<file path="src/rtl/reward_scheduler_if.sv">
`default_nettype none
// ============================================================================
//  Module      : reward_scheduler_if
//  Description : Bundle of requester, engine and result signals shared by the
//                reward scheduler and its environment.
//                  master : scheduler side (drives acks, engine launch,
//                           captured fields and the result)
//                  slave  : environment side (requesters, engine, result sink)
//                Signals:
//                  req[N_REQ], req_pkt[N_REQ*5*WORD_WIDTH]  requests and packets
//                  req_ack[N_REQ]                           one-hot capture pulse
//                  eng_en, eng_<field>[WORD_WIDTH]          engine launch + fields
//                  eng_done, eng_reward[WORD_WIDTH]         engine completion
//                  res_valid, res_reward, res_id, res_timeout, busy
//  Revision    : 1.0 - initial release
// ============================================================================
interface reward_scheduler_if #(
    parameter int WORD_WIDTH = 16,
    parameter int N_REQ      = 4
);
    localparam int ID_W = $clog2(N_REQ);

    logic [N_REQ-1:0]              req;
    logic [N_REQ*5*WORD_WIDTH-1:0] req_pkt;
    logic [N_REQ-1:0]              req_ack;
    logic                          eng_en;
    logic [WORD_WIDTH-1:0]         eng_sourceID;
    logic [WORD_WIDTH-1:0]         eng_batteryStat;
    logic [WORD_WIDTH-1:0]         eng_Value;
    logic [WORD_WIDTH-1:0]         eng_clusterID;
    logic [WORD_WIDTH-1:0]         eng_destinationID;
    logic                          eng_done;
    logic [WORD_WIDTH-1:0]         eng_reward;
    logic                          res_valid;
    logic [WORD_WIDTH-1:0]         res_reward;
    logic [ID_W-1:0]               res_id;
    logic                          res_timeout;
    logic                          busy;

    modport master (
        input  req, req_pkt, eng_done, eng_reward,
        output req_ack, eng_en, eng_sourceID, eng_batteryStat, eng_Value,
               eng_clusterID, eng_destinationID,
               res_valid, res_reward, res_id, res_timeout, busy
    );

    modport slave (
        output req, req_pkt, eng_done, eng_reward,
        input  req_ack, eng_en, eng_sourceID, eng_batteryStat, eng_Value,
               eng_clusterID, eng_destinationID,
               res_valid, res_reward, res_id, res_timeout, busy
    );
endinterface
`default_nettype wire

</file>
<file path="src/rtl/reward_scheduler.sv">
`default_nettype none
// ============================================================================
//  Module      : reward_scheduler
//  Description : Round-robin scheduler sharing one reward engine among N_REQ
//                requesters. Captures one packet, pulses eng_en, waits for
//                eng_done and returns the reward tagged with the requester id.
//  Ports       : clock - rising-edge clock
//                rst   - synchronous active-high reset
//                bus   - reward_scheduler_if.master (requests, engine, result)
//  Options     : SCHED_TIMEOUT_EN - enables the WAIT-state watchdog which
//                aborts after TIMEOUT_CYCLES cycles with res_timeout=1.
//  Revision    : 1.0 - initial release
// ============================================================================
module reward_scheduler #(
    parameter int WORD_WIDTH     = 16,
    parameter int N_REQ          = 4,
    parameter int TIMEOUT_CYCLES = 255
) (
    input  wire logic              clock,
    input  wire logic              rst,
    reward_scheduler_if.master     bus
);
    localparam int ID_W = $clog2(N_REQ);

    localparam logic [1:0] S_IDLE   = 2'd0;
    localparam logic [1:0] S_LAUNCH = 2'd1;
    localparam logic [1:0] S_WAIT   = 2'd2;
    localparam logic [1:0] S_DONE   = 2'd3;

    logic [1:0]            state;
    logic [1:0]            state_nxt;
    logic [ID_W-1:0]       ptr;
    logic [ID_W-1:0]       grant_idx;
    logic [ID_W-1:0]       win_idx;
    logic                  win_found;
    logic                  timeout_hit;
    logic                  finish_wait;
    int                    scan;

    logic [WORD_WIDTH-1:0] cap_source_id;
    logic [WORD_WIDTH-1:0] cap_battery_stat;
    logic [WORD_WIDTH-1:0] cap_value;
    logic [WORD_WIDTH-1:0] cap_cluster_id;
    logic [WORD_WIDTH-1:0] cap_destination_id;
    logic [WORD_WIDTH-1:0] res_reward_q;
    logic [ID_W-1:0]       res_id_q;
    logic                  res_timeout_q;

    // Round-robin search: walk N_REQ positions starting at ptr, first set bit wins.
    always_comb begin
        win_found = 1'b0;
        win_idx   = '0;
        scan      = 0;
        for (int i = 0; i < N_REQ; i++) begin
            scan = int'(ptr) + i;
            if (scan >= N_REQ) begin
                scan = scan - N_REQ;
            end
            if (!win_found && bus.req[ID_W'(scan)]) begin
                win_found = 1'b1;
                win_idx   = ID_W'(scan);
            end
        end
    end

    assign finish_wait = (state == S_WAIT) && (bus.eng_done || timeout_hit);

`ifdef SCHED_TIMEOUT_EN
    localparam int CW = $clog2(TIMEOUT_CYCLES + 1);
    logic [CW-1:0] wait_cnt;

    // Cleared while in LAUNCH so the first WAIT cycle sees 0; the watchdog
    // fires in the TIMEOUT_CYCLES-th WAIT cycle.
    always_ff @(posedge clock) begin
        if (rst) begin
            wait_cnt <= '0;
        end else if (state == S_LAUNCH) begin
            wait_cnt <= '0;
        end else if (state == S_WAIT) begin
            wait_cnt <= wait_cnt + CW'(1);
        end
    end

    assign timeout_hit = (state == S_WAIT) && (wait_cnt == CW'(TIMEOUT_CYCLES - 1));
    assign bus.res_timeout = res_timeout_q;
`else
    logic timeout_cfg_unused;
    assign timeout_cfg_unused = (TIMEOUT_CYCLES == 0) ^ res_timeout_q;
    assign timeout_hit        = 1'b0;
    assign bus.res_timeout    = 1'b0;
`endif

    // State register
    always_ff @(posedge clock) begin
        if (rst) begin
            state <= S_IDLE;
        end else begin
            state <= state_nxt;
        end
    end

    // Next-state logic; eng_done outside WAIT is simply not looked at.
    always_comb begin
        state_nxt = state;
        case (state)
            S_IDLE:   if (win_found) state_nxt = S_LAUNCH;
            S_LAUNCH: state_nxt = S_WAIT;
            S_WAIT:   if (bus.eng_done || timeout_hit) state_nxt = S_DONE;
            S_DONE:   state_nxt = S_IDLE;
            default:  state_nxt = S_IDLE;
        endcase
    end

    // Capture and result registers
    always_ff @(posedge clock) begin
        if (rst) begin
            ptr                <= '0;
            grant_idx          <= '0;
            cap_source_id      <= '0;
            cap_battery_stat   <= '0;
            cap_value          <= '0;
            cap_cluster_id     <= '0;
            cap_destination_id <= '0;
            res_reward_q       <= '0;
            res_id_q           <= '0;
            res_timeout_q      <= 1'b0;
        end else begin
            if (state == S_IDLE && win_found) begin
                grant_idx          <= win_idx;
                ptr                <= (win_idx == ID_W'(N_REQ - 1)) ? '0 : win_idx + ID_W'(1);
                cap_source_id      <= bus.req_pkt[(int'(win_idx)*5 + 0)*WORD_WIDTH +: WORD_WIDTH];
                cap_battery_stat   <= bus.req_pkt[(int'(win_idx)*5 + 1)*WORD_WIDTH +: WORD_WIDTH];
                cap_value          <= bus.req_pkt[(int'(win_idx)*5 + 2)*WORD_WIDTH +: WORD_WIDTH];
                cap_cluster_id     <= bus.req_pkt[(int'(win_idx)*5 + 3)*WORD_WIDTH +: WORD_WIDTH];
                cap_destination_id <= bus.req_pkt[(int'(win_idx)*5 + 4)*WORD_WIDTH +: WORD_WIDTH];
            end
            if (finish_wait) begin
                // A real completion in the same cycle as the watchdog wins.
                res_reward_q  <= bus.eng_done ? bus.eng_reward : '0;
                res_id_q      <= grant_idx;
                res_timeout_q <= !bus.eng_done;
            end
        end
    end

    // Output decode
    always_comb begin
        bus.eng_en    = (state == S_LAUNCH);
        bus.req_ack   = (state == S_LAUNCH) ? (N_REQ'(1) << grant_idx) : '0;
        bus.res_valid = (state == S_DONE);
        bus.busy      = (state != S_IDLE);
    end

    assign bus.eng_sourceID      = cap_source_id;
    assign bus.eng_batteryStat   = cap_battery_stat;
    assign bus.eng_Value         = cap_value;
    assign bus.eng_clusterID     = cap_cluster_id;
    assign bus.eng_destinationID = cap_destination_id;
    assign bus.res_reward        = res_reward_q;
    assign bus.res_id            = res_id_q;
endmodule
`default_nettype wire

</file>
<file path="src/flat_wrapper.sv">
// flat-port wrapper written by rule: the top's interface ports become plain ports
module reward_scheduler_flat 
#(
    parameter int WORD_WIDTH     = 16,
    parameter int N_REQ          = 4,
    parameter int TIMEOUT_CYCLES = 255
)
  (clock, rst, bus_req, bus_req_pkt, bus_eng_done, bus_eng_reward, bus_req_ack, bus_eng_en, bus_eng_sourceID, bus_eng_batteryStat, bus_eng_Value, bus_eng_clusterID, bus_eng_destinationID, bus_res_valid, bus_res_reward, bus_res_id, bus_res_timeout, bus_busy);
  reward_scheduler_if #(.WORD_WIDTH(WORD_WIDTH), .N_REQ(N_REQ)) bus_i ();
  input  wire logic clock;
  input  wire logic rst;
  input wire logic [$bits(bus_i.req)-1:0] bus_req;
  input wire logic [$bits(bus_i.req_pkt)-1:0] bus_req_pkt;
  input wire logic [$bits(bus_i.eng_done)-1:0] bus_eng_done;
  input wire logic [$bits(bus_i.eng_reward)-1:0] bus_eng_reward;
  output wire logic [$bits(bus_i.req_ack)-1:0] bus_req_ack;
  output wire logic [$bits(bus_i.eng_en)-1:0] bus_eng_en;
  output wire logic [$bits(bus_i.eng_sourceID)-1:0] bus_eng_sourceID;
  output wire logic [$bits(bus_i.eng_batteryStat)-1:0] bus_eng_batteryStat;
  output wire logic [$bits(bus_i.eng_Value)-1:0] bus_eng_Value;
  output wire logic [$bits(bus_i.eng_clusterID)-1:0] bus_eng_clusterID;
  output wire logic [$bits(bus_i.eng_destinationID)-1:0] bus_eng_destinationID;
  output wire logic [$bits(bus_i.res_valid)-1:0] bus_res_valid;
  output wire logic [$bits(bus_i.res_reward)-1:0] bus_res_reward;
  output wire logic [$bits(bus_i.res_id)-1:0] bus_res_id;
  output wire logic [$bits(bus_i.res_timeout)-1:0] bus_res_timeout;
  output wire logic [$bits(bus_i.busy)-1:0] bus_busy;
  assign bus_i.req = bus_req;
  assign bus_i.req_pkt = bus_req_pkt;
  assign bus_i.eng_done = bus_eng_done;
  assign bus_i.eng_reward = bus_eng_reward;
  assign bus_req_ack = bus_i.req_ack;
  assign bus_eng_en = bus_i.eng_en;
  assign bus_eng_sourceID = bus_i.eng_sourceID;
  assign bus_eng_batteryStat = bus_i.eng_batteryStat;
  assign bus_eng_Value = bus_i.eng_Value;
  assign bus_eng_clusterID = bus_i.eng_clusterID;
  assign bus_eng_destinationID = bus_i.eng_destinationID;
  assign bus_res_valid = bus_i.res_valid;
  assign bus_res_reward = bus_i.res_reward;
  assign bus_res_id = bus_i.res_id;
  assign bus_res_timeout = bus_i.res_timeout;
  assign bus_busy = bus_i.busy;
  reward_scheduler #(.WORD_WIDTH(WORD_WIDTH), .N_REQ(N_REQ), .TIMEOUT_CYCLES(TIMEOUT_CYCLES)) u_core (.clock(clock), .rst(rst), .bus(bus_i));
endmodule
</file>
<file path="config.mk">
export PLATFORM = sky130hd
export DESIGN_NAME = reward_scheduler_flat
export DESIGN_NICKNAME = d
export VERILOG_FILES = /design/src/rtl/reward_scheduler_if.sv /design/src/rtl/reward_scheduler.sv /design/src/flat_wrapper.sv
export SDC_FILE = /design/constraint.sdc
export NUM_CORES = 1
export LEC_CHECK = 0
export CORE_MARGIN = 2
export CORE_UTILIZATION = 35
export CTS_BUF_LIST = sky130_fd_sc_hd__clkbuf_4
export DETAILED_ROUTE_END_ITERATION = 10
export MAX_ROUTING_LAYER = met4
export SYNTH_ARGS = -nofsm -noshare
export SYNTH_HDL_FRONTEND = slang
export SYNTH_SLANG_ARGS = --single-unit
</file>
<file path="constraint.sdc">
create_clock -name clock -period 10 [get_ports clock]
set_input_delay 2 -clock clock [delete_from_list [all_inputs] [get_ports clock]]
set_output_delay 2 -clock clock [all_outputs]
set_load 0.03 [all_outputs]
</file>
==> out/results.txt <==
Outcome - finished, final reports clean
Worst setup EP type - flip-flop
PwrDens - 291.9 nW/um^2
Chip height - 197.0 um
Reg power frac - 13.3%
Clk_lat worst skew - 560 ps
Layout Nets - 2264
FP Rows - 70
Total GRT Usage - 36.29%
Post-synthesis sequential area ratio - 15.98%
Number of stages on the worst hold path - 2
R2R Path Start - u_core.ptr[1]$_SDFFE_PP0P_
Dominant cells by area after synthesis - mux4_2, mux2i_1, dfxtp_1
Setup violators final - 0
EDFF count, synth - 0
RR Endpoint - u_core.bus.eng_clusterID[6]$_SDFFE_PP0P_
Crit Path Class - input pin to flip-flop
Cells after synthesis - 1581
Synth cell types - 70
Post-route clock period utilization - 66.19%
Post-DP HPWL - 51010 um
DIE AREA - 38790 um^2
DR pass1 iterations - 9
Max Freq - 0.1511 GHz
Placer congestion estimate - 0.9663
Post-synth ARST share - 0%
Clock buffer depth - 2
Synth Area in Compound Gates - 21.38%
Remaining Overflow, GRT - 0
Fraction of synthesized area in multiplexers - 35.65%
Worst R2R Path Depth - 12
Min Tclk post-route - 6619 ps
Placed Instances - 2368
Most used DFF post-synth - dfxtp_1
Hold Crit Class - flip-flop to flip-flop
Lkg Pwr - 0.006516 uW
Vias in the first global route - 15150
Antenna violations before repair - 9
Post-synth top area cell - mux4_2
Worst vdd ir - 0.0002150 V
Final instance area - 17670 um^2
Final Slew Violations - 0
Post CTS Setup Buffer Count - 0
#FFs+latches synth - 104
Area after DPL - 17500 um^2
FF-to-FF setup slack - 4970 ps
Worst-Margin Slew - 1446 ps
Initial DRC Count - 1987
Critical path origin - bus_req[2]
Simple-gate share of the synthesized area - 19.06%
CTS tree - yes
Slew HR - 3.236%
Initial core utilization - 35.59%
CP max FO - 43
Setup crit start kind - input pin
Net Count, Synth - 1934
Detail-routed net length per standard cell - 29.33 um
Synth top area share - 17.97%
Remaining DRCs - 0
First-pass GRT wire length - 101700 um
Total Routed Length - 70180 um
Vias per inst - 6.561
Remaining antenna violation count - 0
Post-synth top cells - nand2_1, mux2i_1, dfxtp_1, mux4_2, nand3_1
Met1 wire length - 27750 um
Met3 wire length - 7688 um
Vias - 15701
Worst path required time - 10490 ps
Hold Crit Start - u_core.bus.res_reward[13]$_SDFFE_PP0P_
Layout Cells excl Fill - 2393
Area share of fa/ha/maj cells after synthesis - 0.9602%
Final Hold Fails - 0
Clock Power Share - 5.2%
Largest net degree at the start of global routing - 123
Setup tns final - 0 ps
Chip width - 197.0 um
Mapped Avg Cell Area - 8.242 um^2
Internal cell power - 2287 uW
Synth Warn # - 0
# IOs - 449
IO buf count - 447
Count leader, synth - nand2_1
Synth Area in XOR/XNOR - 0%
Synthesis-to-layout area growth - 35.57%
Core footprint - 36610 um^2
Max-Cap Viols - 0
Sw frac - 55.64%
Hold endpoint - u_core.bus.res_reward[13]$_SDFFE_PP0P_
Top sig layer - met4
Mapped Area - 13030 um^2
Routed wl met2 - 31700 um
Fraction of layout cells with a size suffix above 1 - 10.44%
Layout Skew - 39.40 ps
Worst-path clk slew - 230 ps
NetSw - 2869 uW
RSZ-0062 raised after global routing - false
Largest family of logic cells by synthesized area - multiplexers
Hold_buf cts - 0
Resized cells post-CTS - 0
CTS Root Cell - clkbuf_4
CTS Sinks - 104
Htree depth - 3
Comb power frac - 81.5%
WP data arrival - 7110 ps
TritonCTS Buffers - 9
-- critical path: stages --
cell and delay, ps:
clkdlybuf4s50_1 600, nor2b_4 230, a221oi_4 450, nor2_8 230
ha_2 690, inv_2 390, buf_4 450, nor3_1 790
nand2_1 550, o22ai_1 300, nor4_1 90, a311oi_1 280
-- metrics by stage --
stage / worst slack, ps / hold slack [ps] / total power, uW / util (%)
final: 3381 / 464.4 / 5156 / 48.26
after global routing: 3169 / 484.9 / 5400 / 48.25
after CTS: 3502 / 469.0 / 5086 / 48.19
after detailed placement: 2881 / 447.2 / 4816 / 47.81
after global placement: 3011 / 441.4 / 4777 / 47.81
after floorplan: 4412 / 479.0 / 3515 / -
-- area by class of cell --
cell class | instances | area, um^2
timing repair buffer | 471 | 4652
clock buffer | 9 | 67.56
clock inverter | 6 | 70.07
multi-input combinational | 1305 | 10100
fill | 3553 | 18940
inverter | 20 | 87.58
sequential | 104 | 2082
tap | 468 | 585.6
antenna | 10 | 25.02
-- power by group through the flow --
stage          Combinational, uW  Sequential [uW]  Clock, uW
2_1_floorplan               2630              885          0
3_3_place_gp                4090              689          0
4_1_cts                     4140              679        267
6_report                    4200              684        268
5_1_grt                     4430              694        278
3_5_place_dp                4130              687          0
-- sequential cells by signal (all words and copies together) (netlist names), 16 cells and up --
register and cells:
u_core.bus.eng_Value 16, u_core.bus.eng_batteryStat 16, u_core.bus.eng_clusterID 16, u_core.bus.eng_destinationID 16, u_core.bus.eng_sourceID 16, u_core.bus.res_reward 16
-- routing by layer --
metal | GRT usage, % | vias up
met5 | - | -
met4 | 15.54 | 0
met3 | 6.383 | 154
met2 | 55.70 | 1126
met1 | 47.08 | 7673
li1 | - | 6748
-- cell families after synthesis --
kind of cell               after synthesis
muxes                                  332
AOI/OAI and AO/OA                      387
and+or+nand+nor                        575
buffers and inverters                  172
other                                    1
DFF                                    104
adders and majority gates               10
-- how the worst max path moves through the flow --
stage / to / slack, ps / cells past startpoint
final: u_core.bus.eng_clusterID[6]$_SDFFE_PP0P_ / 3380 / 12
after CTS: u_core.bus.eng_batteryStat[9]$_SDFFE_PP0P_ / 3500 / 13
after floorplan: u_core.bus.eng_Value[1]$_SDFFE_PP0P_ / 4410 / 18
after detailed placement: u_core.bus.eng_batteryStat[9]$_SDFFE_PP0P_ / 2880 / 13
after global placement: u_core.bus.eng_batteryStat[4]$_SDFFE_PP0P_ / 3010 / 13
after global routing: u_core.bus.eng_batteryStat[4]$_SDFFE_PP0P_ / 3170 / 13
-- cell usage in the layout, fill, tap and decap left out, types with 33 or more instances in the layout --
cell / n
a21oi_1: 73
nand3_1: 92
mux4_2: 104
dfxtp_1: 104
o221ai_1: 33
mux2i_1: 214
clkdlybuf4s50_1: 446
nor2_1: 55
o21ai_0: 39
nand2_1: 343
o22ai_1: 55
Note: power is estimated with default switching activity, not from simulation.
